==> src/rtl/pcs_rx_sm_if.sv <==
// Code-group input bundle and GMII-style receive output bundle for pcs_rx_sm.
// master: decoder/test side driving code-groups. slave: the PCS receive FSM.
interface pcs_rx_sm_if;
    logic       sync_status;
    logic       cg_valid;
    logic [7:0] cg_data;
    logic       cg_is_k;
    logic       cg_err;
    logic [7:0] rxd;
    logic       rx_dv;
    logic       rx_er;
    logic       receiving;
    logic       bad_end;

    modport master (
        output sync_status, cg_valid, cg_data, cg_is_k, cg_err,
        input  rxd, rx_dv, rx_er, receiving, bad_end
    );

    modport slave (
        input  sync_status, cg_valid, cg_data, cg_is_k, cg_err,
        output rxd, rx_dv, rx_er, receiving, bad_end
    );
endinterface

==> src/rtl/pcs_rx_sm.sv <==
// 1000BASE-X receive PCS state machine: decoded code-groups in, registered
// GMII rxd/rx_dv/rx_er plus receiving/bad_end out.
// Optional feature macro: PCS_RX_CARRIER_EXT_EN adds the EXTEND state
// (carrier extension after /T/ /R/ /R/).
module pcs_rx_sm (
    input  logic        clk,
    input  logic        reset,
    pcs_rx_sm_if.slave  bus
);

    localparam logic [7:0] K_COMMA = 8'hBC;
    localparam logic [7:0] K_SOP   = 8'hFB;
    localparam logic [7:0] K_EOP   = 8'hFD;
    localparam logic [7:0] K_CEXT  = 8'hF7;

    typedef enum logic [2:0] {
        LINK_FAILED   = 3'd0,
        IDLE          = 3'd1,
        RECEIVE       = 3'd2,
        END_T         = 3'd3,
        END_R         = 3'd4,
`ifdef PCS_RX_CARRIER_EXT_EN
        EXTEND        = 3'd6,
`endif
        FALSE_CARRIER = 3'd5
    } state_t;

    state_t     state_q, state_d;
    logic [7:0] rxd_q, rxd_d;
    logic       rx_dv_q, rx_dv_d;
    logic       rx_er_q, rx_er_d;
    logic       receiving_q, receiving_d;
    logic       bad_end_q, bad_end_d;

    // Code-group classification; cg_err overrides K/D so an errored /S/ or
    // K28.5 is never taken as a valid delimiter.
    logic raw_comma, is_comma, is_s, is_t, is_r, is_other_k, is_d;
    assign raw_comma  = bus.cg_is_k && (bus.cg_data == K_COMMA);
    assign is_comma   = raw_comma && !bus.cg_err;
    assign is_s       = bus.cg_is_k && !bus.cg_err && (bus.cg_data == K_SOP);
    assign is_t       = bus.cg_is_k && !bus.cg_err && (bus.cg_data == K_EOP);
    assign is_r       = bus.cg_is_k && !bus.cg_err && (bus.cg_data == K_CEXT);
    assign is_other_k = bus.cg_is_k && !bus.cg_err && !raw_comma && !is_s && !is_t && !is_r;
    assign is_d       = !bus.cg_is_k && !bus.cg_err;

    // States in which carrier is reported to the CRS logic.
    function automatic logic carrier_state(input state_t s);
        logic c;
        c = (s == RECEIVE) || (s == END_T) || (s == END_R) || (s == FALSE_CARRIER);
`ifdef PCS_RX_CARRIER_EXT_EN
        c = c || (s == EXTEND);
`endif
        return c;
    endfunction

    // State and output registers, synchronous active-high reset.
    always_ff @(posedge clk) begin
        if (reset) begin
            state_q     <= LINK_FAILED;
            rxd_q       <= 8'h00;
            rx_dv_q     <= 1'b0;
            rx_er_q     <= 1'b0;
            receiving_q <= 1'b0;
            bad_end_q   <= 1'b0;
        end else begin
            state_q     <= state_d;
            rxd_q       <= rxd_d;
            rx_dv_q     <= rx_dv_d;
            rx_er_q     <= rx_er_d;
            receiving_q <= receiving_d;
            bad_end_q   <= bad_end_d;
        end
    end

    // Next-state: sync loss wins over everything, otherwise advance only on a
    // presented code-group.
    always_comb begin
        state_d = state_q;
        if (!bus.sync_status) begin
            state_d = LINK_FAILED;
        end else if (bus.cg_valid) begin
            case (state_q)
                LINK_FAILED:   if (raw_comma) state_d = IDLE;
                IDLE: begin
                    if (is_s)       state_d = RECEIVE;
                    else if (!is_d && !is_comma) state_d = FALSE_CARRIER;
                end
                FALSE_CARRIER: if (is_comma) state_d = IDLE;
                RECEIVE: begin
                    if (is_t)           state_d = END_T;
                    else if (is_comma)  state_d = IDLE;
                end
                END_T:         state_d = is_r ? END_R : IDLE;
                END_R: begin
`ifdef PCS_RX_CARRIER_EXT_EN
                    if (is_r)          state_d = EXTEND;
`else
                    if (is_r)          state_d = END_R;
`endif
                    else if (is_s)     state_d = RECEIVE;
                    else               state_d = IDLE;
                end
`ifdef PCS_RX_CARRIER_EXT_EN
                EXTEND: begin
                    if (is_r)          state_d = EXTEND;
                    else if (is_s)     state_d = RECEIVE;
                    else               state_d = IDLE;
                end
`endif
                default:               state_d = LINK_FAILED;
            endcase
        end
    end

    // Outputs for the code-group being consumed; idle cycles hold everything
    // but the bad_end pulse. receiving also covers any cycle that signals an
    // octet or error, so the carrier does not drop under an error cycle.
    always_comb begin
        rxd_d     = rxd_q;
        rx_dv_d   = rx_dv_q;
        rx_er_d   = rx_er_q;
        bad_end_d = 1'b0;
        if (!bus.sync_status) begin
            rxd_d   = 8'h00;
            rx_dv_d = 1'b0;
            rx_er_d = 1'b0;
            if (state_q == RECEIVE) begin
                rxd_d   = bus.cg_data;
                rx_dv_d = 1'b1;
                rx_er_d = 1'b1;
            end
        end else if (bus.cg_valid) begin
            rxd_d   = 8'h00;
            rx_dv_d = 1'b0;
            rx_er_d = 1'b0;
            case (state_q)
                IDLE: begin
                    if (is_s) begin
                        rxd_d   = 8'h55;
                        rx_dv_d = 1'b1;
                    end else if (!is_d && !is_comma) begin
                        rxd_d   = 8'h0E;
                        rx_er_d = 1'b1;
                    end
                end
                FALSE_CARRIER: begin
                    if (!is_comma) begin
                        rxd_d   = 8'h0E;
                        rx_er_d = 1'b1;
                    end
                end
                RECEIVE: begin
                    if (!is_t) begin
                        rxd_d   = bus.cg_data;
                        rx_dv_d = 1'b1;
                        rx_er_d = !is_d;
                    end
                end
                END_T:         bad_end_d = !is_r;
                END_R: begin
`ifdef PCS_RX_CARRIER_EXT_EN
                    if (is_r) begin
                        rxd_d   = 8'h0F;
                        rx_er_d = 1'b1;
                    end else
`endif
                    if (is_s) begin
                        rxd_d   = 8'h55;
                        rx_dv_d = 1'b1;
                    end
                end
`ifdef PCS_RX_CARRIER_EXT_EN
                EXTEND: begin
                    if (is_r) begin
                        rxd_d   = 8'h0F;
                        rx_er_d = 1'b1;
                    end else if (is_s) begin
                        rxd_d   = 8'h55;
                        rx_dv_d = 1'b1;
                    end else if (!is_comma) begin
                        rxd_d   = 8'h1F;
                        rx_er_d = 1'b1;
                    end
                end
`endif
                default: ;
            endcase
        end
        receiving_d = receiving_q;
        if (!bus.sync_status || bus.cg_valid)
            receiving_d = carrier_state(state_d) || rx_dv_d || rx_er_d;
    end

    assign bus.rxd       = rxd_q;
    assign bus.rx_dv     = rx_dv_q;
    assign bus.rx_er     = rx_er_q;
    assign bus.receiving = receiving_q;
    assign bus.bad_end   = bad_end_q;

endmodule

==> src/flat_wrapper.sv <==
// flat-port wrapper written by rule: the top's interface ports become plain ports
module pcs_rx_sm_flat 
  (clk, reset, bus_sync_status, bus_cg_valid, bus_cg_data, bus_cg_is_k, bus_cg_err, bus_rxd, bus_rx_dv, bus_rx_er, bus_receiving, bus_bad_end);
  pcs_rx_sm_if bus_i ();
  input  logic clk;
  input  logic reset;
  input wire logic [$bits(bus_i.sync_status)-1:0] bus_sync_status;
  input wire logic [$bits(bus_i.cg_valid)-1:0] bus_cg_valid;
  input wire logic [$bits(bus_i.cg_data)-1:0] bus_cg_data;
  input wire logic [$bits(bus_i.cg_is_k)-1:0] bus_cg_is_k;
  input wire logic [$bits(bus_i.cg_err)-1:0] bus_cg_err;
  output wire logic [$bits(bus_i.rxd)-1:0] bus_rxd;
  output wire logic [$bits(bus_i.rx_dv)-1:0] bus_rx_dv;
  output wire logic [$bits(bus_i.rx_er)-1:0] bus_rx_er;
  output wire logic [$bits(bus_i.receiving)-1:0] bus_receiving;
  output wire logic [$bits(bus_i.bad_end)-1:0] bus_bad_end;
  assign bus_i.sync_status = bus_sync_status;
  assign bus_i.cg_valid = bus_cg_valid;
  assign bus_i.cg_data = bus_cg_data;
  assign bus_i.cg_is_k = bus_cg_is_k;
  assign bus_i.cg_err = bus_cg_err;
  assign bus_rxd = bus_i.rxd;
  assign bus_rx_dv = bus_i.rx_dv;
  assign bus_rx_er = bus_i.rx_er;
  assign bus_receiving = bus_i.receiving;
  assign bus_bad_end = bus_i.bad_end;
  pcs_rx_sm u_core (.clk(clk), .reset(reset), .bus(bus_i));
endmodule
==> config.mk <==
export PLATFORM = sky130hd
export DESIGN_NAME = pcs_rx_sm_flat
export DESIGN_NICKNAME = d
export VERILOG_FILES = /design/src/rtl/pcs_rx_sm_if.sv /design/src/rtl/pcs_rx_sm.sv /design/src/flat_wrapper.sv
export SDC_FILE = /design/constraint.sdc
export NUM_CORES = 1
export LEC_CHECK = 0
export ABC_AREA = 1
export ABC_CLOCK_PERIOD_IN_PS = 1300
export BUFFER_PORTS_ARGS = -buffer_cell sky130_fd_sc_hd__buf_2
export CAP_MARGIN = 10
export CORE_MARGIN = 2
export CORE_UTILIZATION = 46
export CTS_CLUSTER_DIAMETER = 200
export CTS_CLUSTER_SIZE = 20
export DETAILED_ROUTE_END_ITERATION = 10
export HOLD_SLACK_MARGIN = 0.02
export PLACE_DENSITY = 0.8
export SETUP_SLACK_MARGIN = 0.2
export SYNTH_ARGS = -nofsm -noshare
export SYNTH_HDL_FRONTEND = slang
export SYNTH_SLANG_ARGS = --single-unit
==> constraint.sdc <==
create_clock -name clk -period 1.3 [get_ports clk]
set_input_delay 0.195 -clock clk [delete_from_list [all_inputs] [get_ports clk]]
set_output_delay 0.195 -clock clk [all_outputs]
set_load 0.01 [all_outputs]
==> run summary, run 1 <==
## Status
• **status** complete, but fails checks
• **violated checks** setup timing

## Clocking
• **clock tree from TritonCTS** yes
• **Clock Pin Slew Worst Setup and Hold Paths** 100 ps
• **# clock sinks** 15
• **Inserted Clock Buffers** 3
• **worst-skew pair later-pin latency** 300 ps
• **clock buffer depth** 2
• **clock tree root buffer cell** clkbuf_4
• **Max H-tree Level** 1
• **number of hold buffers added after cts** 0

## Power and ir drop
• **Max rail drop VDD** 0.0006720 V
• **Pleak** 0.7564 nW
• **power density over cell area** 635.3 mW/mm2

## Yosys
• **Syn Nets** 171
• **synthesized netlist cell count** 157
• **post-synthesis instance area** 994.7 um2
• **count of different cell masters after synthesis** 25
• **FFs w/ async S/R, synth** 0%
• **register bit count reported by yosys** 15
• **fraction of the mapped netlist area in adder cells** 0%
• **fraction of synthesized area in multiplexers** 0%
• **syn_area_per_cell** 6.336 um2
• **XOR/XNOR share of the synthesized area** 0%
• **library cell with the largest summed area after synthesis** dfxtp_1
• **largest cells by area after synthesis** dfxtp_1 30%, nand2_1 14%, a21oi_1 8.1%
• **leading register cell type out of synthesis** dfxtp_1
• **count of flip-flops with a built-in enable after synthesis** 0
• **number of warning messages in the yosys log** 0
• **simple-gate share of the synthesized area** 43.14%
• **portion of synthesized cell area occupied by the leading cell type** 30.19%
• **main combinational cell family by area after synthesis** simple AND/OR/NAND/NOR gates
• **fraction of the yosys area taken by sequential cells** 30.19%
• **area fraction in compound gates after synthesis** 16.35%

## Timing
• **min setup slack post-route** -56.88 ps
• **clock period minus final worst setup slack** 1357 ps
• **final clock skew** 6.793 ps
• **Final Hold Fails** 0
• **number of pins exceeding their max-slew limit in the final report** 0
• **relative max-transition margin** 79.03%
• **worst-margin pin slew** 314.2 ps
• **Min Hold Slack** 140.0 ps
• **unrepaired setup endpoints after global routing** true
• **final setup violating endpoints** 1
• **FMAX** 737.0 MHz
• **period utilisation layout** 104.4%

## Critical path
• **Crit. Startpoint** u_core.state_q[2]
• **reg2reg setup slack** -60 ps
• **cells on worst reg2reg path** 9
• **peak fanout along the critical path** 5
• **critical path class** reg -> reg
• **Critical path destination** u_core.bus.receiving
• **startpoint type of the worst setup path** flop
• **CP required** 1540 ps
• **reg-to-reg critical path endpoint** u_core.bus.receiving
• **CP Capture Type** flop
• **Data arrival, critical path** 1600 ps
• **launch instance of the worst register-to-register path** u_core.state_q[2]

## Final layout
• **number of inserted filler cells in the final layout** 152
• **post-route cell area** 0.001524 mm2
• **number of cells in the finished layout apart from fillers** 236
• **antenna diode instance count** 0
• **area taken by multi-input logic gates** 729.5 um2
• **number of nets in the finished design** 224
• **layout overhead on the synthesized area** 53.21%
• **FF+latch area** 311.5 um2
• **layout cells sized above 1** 48.33%
• **utilization after layout** 76.13%

## Detailed routing
• **DR DRC count** 0
• **number of detailed-route iterations in the first pass** 4
• **vias per inst** 5.246
• **count of routing violations after the opening detailed-route iteration** 31
• **remaining antenna violation count** 0
• **via count of the routed design** 1238
• **Wirelength per Cell** 12.89 um
• **total wire length** 3.041 mm

## Global routing
• **global router's overall resource usage** 24.72%
• **largest net degree at the start of global routing** 13
• **number of global-route vias before repair** 1168
• **initial antenna violation count** 0
• **first-pass GRT wire length** 4.836 mm
• **gr ovfl total** 0

## Floorplanning
• **Horiz. Die Dim** 50.50 um
• **standard-cell rows** 16
• **starting density of the core** 49.69%
• **IO Count** 26
• **DIE HEIGHT** 50.50 um
• **core area** 0.002002 mm2
• **Die Outline Area** 0.002550 mm2

## Min path
• **startpoint of the tightest hold check path** reset
• **class of the tightest hold or removal check** in -> reg
• **Cells on Worst Hold Path** 2

## Placed design
• **Placed Cells incl. Taps** 226
• **dpl hpwl** 2.148 mm
• **number of port buffers** 25
• **gp weighted congestion** 0.8533
• **post-placement cell area** 0.001325 mm2

## Job
• **reported max-cap violation count** 0

==> logic make-up (layout without fill, tap and decap cells) <==
| family | Yosys count | after routing |
|---|---|---|
| DFF | 15 | 15 |
| and+or+nand+nor | 85 | 85 |
| AOI/OAI and AO/OA | 30 | 30 |
| buffers and inverters | 27 | 79 |
==> registers in the layout, indices dropped and copies added, names as in the netlist <==
signal and cells:
u_core.bus.bad_end 1, u_core.bus.receiving 1, u_core.bus.rx_dv 1, u_core.bus.rx_er 1
u_core.bus.rxd 8, u_core.state_q 3
==> worst max-delay path, stage by stage, from the launching register on <==
cell and delay (ps):
dfxtp_4 380, inv_6 90, nand3_4 100, nand2_4 90, nand4_4 120, nand3_2 80, nand2_1 70, nand3_1 80
and2b_1 190, a21oi_2 100
==> cell type report <==
type                    instances  area share, %
clock inverters                 1         0.4926
clock buffers                   3          1.478
inverters                      25          6.979
multi-input cells             115          47.87
flip-flops and latches         15          20.44
well taps                      27          2.217
repair buffers                 50          20.53
==> through the flow <==
stage	TNS (ps)	setup slack (ps)	power, mW
global placement	-254.4	-118.2	0.6681
detailed placement	-565.9	-152.6	0.6739
global route	-520.2	-121.5	1.012
floorplan	0	70.07	0.5861
CTS	-39.31	-39.31	0.9599
finish	-56.88	-56.88	0.9682
==> cells in the final DEF (no fill, tap or decap), types with 2 or more instances in the layout <==
cell,instances
nand2_1,29
buf_2,25
buf_4,25
inv_1,17
a21oi_1,14
dfxtp_1,12
nand3_1,9
o21ai_0,9
nor2_2,7
nand2_2,7
nor2_1,6
inv_2,5
nand3_4,4
nand2_4,4
nor2_4,4
nand3_2,4
nor3_1,3
nand4_1,3
a21oi_2,3
clkbuf_4,3
dfxtp_4,3
inv_6,2
o211ai_1,2
==> synthesized netlist by cell type, types with 3 or more instances <==
library cell and number:
dfxtp_1 15, inv_2 5, nand2_2 3, inv_1 20
nand4_1 3, o21ai_0 10, nand3_1 14, nor2_2 4
a21oi_1 16, nor2_1 12, nor3_1 3, nand2_1 36
==> layer usage <==
layer / wire [um] / global-route usage [%]
met1: 1185 / 26.57
met2: 1630 / 45.83
met3: 169 / 6.548
met4: 55 / 9.009
met5: 0 / 0
==> how the worst min path moves through the flow <==
| stage | end |
|---|---|
| after floorplan | u_core.state_q[2] |
| after global placement | u_core.state_q[2] |
| after detailed placement | u_core.state_q[2] |
| after CTS | u_core.state_q[2] |
| after global routing | u_core.bus.rx_dv |
| final | u_core.bus.rx_dv |
==> report_power, final <==
| group | internal [mW] | switching [mW] |
|---|---|---|
| Combinational | 0.0836 | 0.118 |
| Clock | 0.117 | 0.172 |
| Sequential | 0.468 | 0.00957 |
| Total | 0.669 | 0.299 |
==> what timing repair did <==
action / in CTS / in global routing
endpoints found under the hold margin: 0 / 0
resized for setup: 21 / 14
pin swaps: 6 / 5
buffers inserted: 5 / 1
endpoints found under the setup margin: 14 / 14
Power figures use the tool's default switching activity.
==> run 2, diff against run 1 <==
--- a/config.mk
+++ b/config.mk
@@ -14,9 +14,8 @@
 export CTS_CLUSTER_DIAMETER = 200
 export CTS_CLUSTER_SIZE = 20
 export DETAILED_ROUTE_END_ITERATION = 10
-export HOLD_SLACK_MARGIN = 0.02
 export PLACE_DENSITY = 0.8
-export SETUP_SLACK_MARGIN = 0.2
+export SETUP_SLACK_MARGIN = 0.3
 export SYNTH_ARGS = -nofsm -noshare
 export SYNTH_HDL_FRONTEND = slang
 export SYNTH_SLANG_ARGS = --single-unit
==> run summary, run 2 (synthesis results as in run 1) <==
## Clocking
• **# clock sinks** 15, unchanged
• **clock tree from TritonCTS** yes
• **Max H-tree Level** 1, unchanged
• **Clock Pin Slew Worst Setup and Hold Paths** 100 ps, about the same
• **worst-skew pair later-pin latency** 290 ps, about the same
• **Inserted Clock Buffers** 3, unchanged
• **number of hold buffers added after cts** 0, unchanged
• **clock buffer depth** 2, unchanged
• **clock tree root buffer cell** clkbuf_4

## Placed design
• **number of port buffers** 25, unchanged
• **post-placement worst setup slack** -172.3 ps, -19.64 ps
• **dpl hpwl** 2.202 mm, +2.5%
• **gp weighted congestion** 0.8595, +0.73%

## Critical path
• **CP Capture Type** flop
• **CP required** 1530 ps, about the same
• **Data arrival, critical path** 1630 ps, +30 ps
• **critical path class** reg -> reg
• **peak fanout along the critical path** 5, unchanged
• **launch instance of the worst register-to-register path** u_core.state_q[1]
• **cells on worst reg2reg path** 10, +1
• **reg2reg setup slack** -100 ps, -40 ps
• **startpoint type of the worst setup path** flop
• **reg-to-reg critical path endpoint** u_core.bus.receiving

## Final layout
• **antenna diode instance count** 0, unchanged
• **utilization after layout** 79.31%, +3.2 points
• **layout cells sized above 1** 55.98%, +7.7 points
• **layout overhead on the synthesized area** 59.62%
• **number of nets in the finished design** 224, unchanged
• **most used cells in the layout excluding fill and tap cells** 25 x nand2_1, 25 x buf_2, 25 x buf_4
• **max reg flops** 8, unchanged

## Detailed routing
• **Wirelength per Cell** 13.27 um, +3.0%
• **count of routing violations after the opening detailed-route iteration** 30, -3.2%
• **via count of the routed design** 1232, -0.48%
• **vias per inst** 5.220, -0.48%
• **DR DRC count** 0, unchanged
• **total wire length** 3.132 mm, +3.0%
• **number of detailed-route iterations in the first pass** 4, unchanged
• **remaining antenna violation count** 0, unchanged

## Floorplanning
• **starting density of the core** 49.69%, unchanged
• **DIE HEIGHT** 50.50 um, unchanged
• **core area** 0.002002 mm2, unchanged
• **standard-cell rows** 16, unchanged
• **Horiz. Die Dim** 50.50 um, unchanged
• **IO Count** 26, unchanged
• **Die Outline Area** 0.002550 mm2, unchanged

## Global routing
• **largest net degree at the start of global routing** 13, unchanged
• **gr ovfl total** 0, unchanged
• **global router's overall resource usage** 24.97%, +0.25 points
• **initial antenna violation count** 0, unchanged
• **number of global-route vias before repair** 1155, -1.1%
• **first-pass GRT wire length** 4.885 mm, +1.0%

## Timing
• **relative max-transition margin** 81.81%, +2.8 points
• **final setup violating endpoints** 4, +3
• **FMAX** 714.3 MHz, -3.1%
• **final clock skew** 5.802 ps, -0.9905 ps
• **period utilisation layout** 107.7%, +3.3 points
• **min setup slack post-route** -99.94 ps, -43.06 ps
• **number of pins exceeding their max-slew limit in the final report** 0, unchanged
• **unrepaired setup endpoints after global routing** true
• **worst-margin pin slew** 270.3 ps, -43.85 ps
• **clock period minus final worst setup slack** 1400 ps, +43.06 ps
• **Final Hold Fails** 0, unchanged

## Min path
• **startpoint of the tightest hold check path** reset
• **Cells on Worst Hold Path** 2, unchanged
• **class of the tightest hold or removal check** in -> reg
• **Hold Crit Endpoint** u_core.bus.rx_er

## Power and ir drop
• **Max rail drop VDD** 0.0008879 V, +32%
• **power density over cell area** 614.5 mW/mm2, -3.3%
• **Pleak** 0.7605 nW, +0.54%

## Job
• **reported max-cap violation count** 0, unchanged

## Status
• **status** complete, but fails checks
• **violated checks** setup timing

run 2: cell counts in the layout (fill, tap and decap cells not counted):
No cell type changed its count.
run 2: repair_timing:
item | CTS | global route
hold endpoints to repair | 0 | 0
resized for setup | 16 | 19
endpoints found under the setup margin | 14 | 17
pin swaps | 3 | 12
setup buffers | 1 | 4
run 2: final cells by class:
cell class              count  area [um2]
well taps                  27       33.78
clock buffers               3       22.52
clock inverters             1       7.507
fillers                   151       414.1
multi-input cells         115       777.0
repair buffers             50       312.8
flip-flops and latches     15       315.3
inverters                  25       118.9
run 2: per-layer routing:
metal / routed length [um] / vias up / global-route usage (%)
met5: 0 / - / 0
met4: 27 / 0 / 2.703
met3: 187 / 4 / 5.952
met2: 1700 / 43 / 48.25
met1: 1217 / 568 / 28.25
li1: - / 617 / -
run 2: critical path: stages (launching register included):
cell     delay, ps
dfxtp_4        390
inv_6           90
nand3_4        100
inv_2           50
nand2_1         50
nor2_2         130
nor2_2          50
nand2_1         80
nand3_2         90
and2b_1        180
a21oi_2        130
run 2: worst max-delay path by stage:
stage	to	slack, ps	from
6_report	u_core.bus.receiving	-100	u_core.state_q[1]
5_1_grt	u_core.bus.receiving	-160	u_core.state_q[1]
4_1_cts	u_core.bus.receiving	-50	u_core.state_q[2]
3_5_place_dp	u_core.bus.receiving	-170	bus_cg_data[1]
3_3_place_gp	u_core.bus.receiving	-110	bus_cg_data[2]
2_1_floorplan	u_core.bus.receiving	80	u_core.state_q[0]
run 2: through the flow:
step	setup TNS [ps]	hold WS (ps)	cell area [um2]	std cells	power, mW
after floorplan	0	256.7	1099	157	0.5963
after global placement	-318.6	429.4	1399	227	0.6851
after detailed placement	-862.4	428.9	1399	227	0.6910
after CTS	-45.89	126.3	1495	232	0.9578
after global routing	-886.7	122.7	1588	236	1.025
final	-198.1	135.7	1588	236	0.9757
run 2: power breakdown:
part,switching [mW],internal (mW)
Combinational,0.129,0.0881
Sequential,0.00968,0.469
Clock,0.163,0.117
Total,0.302,0.674
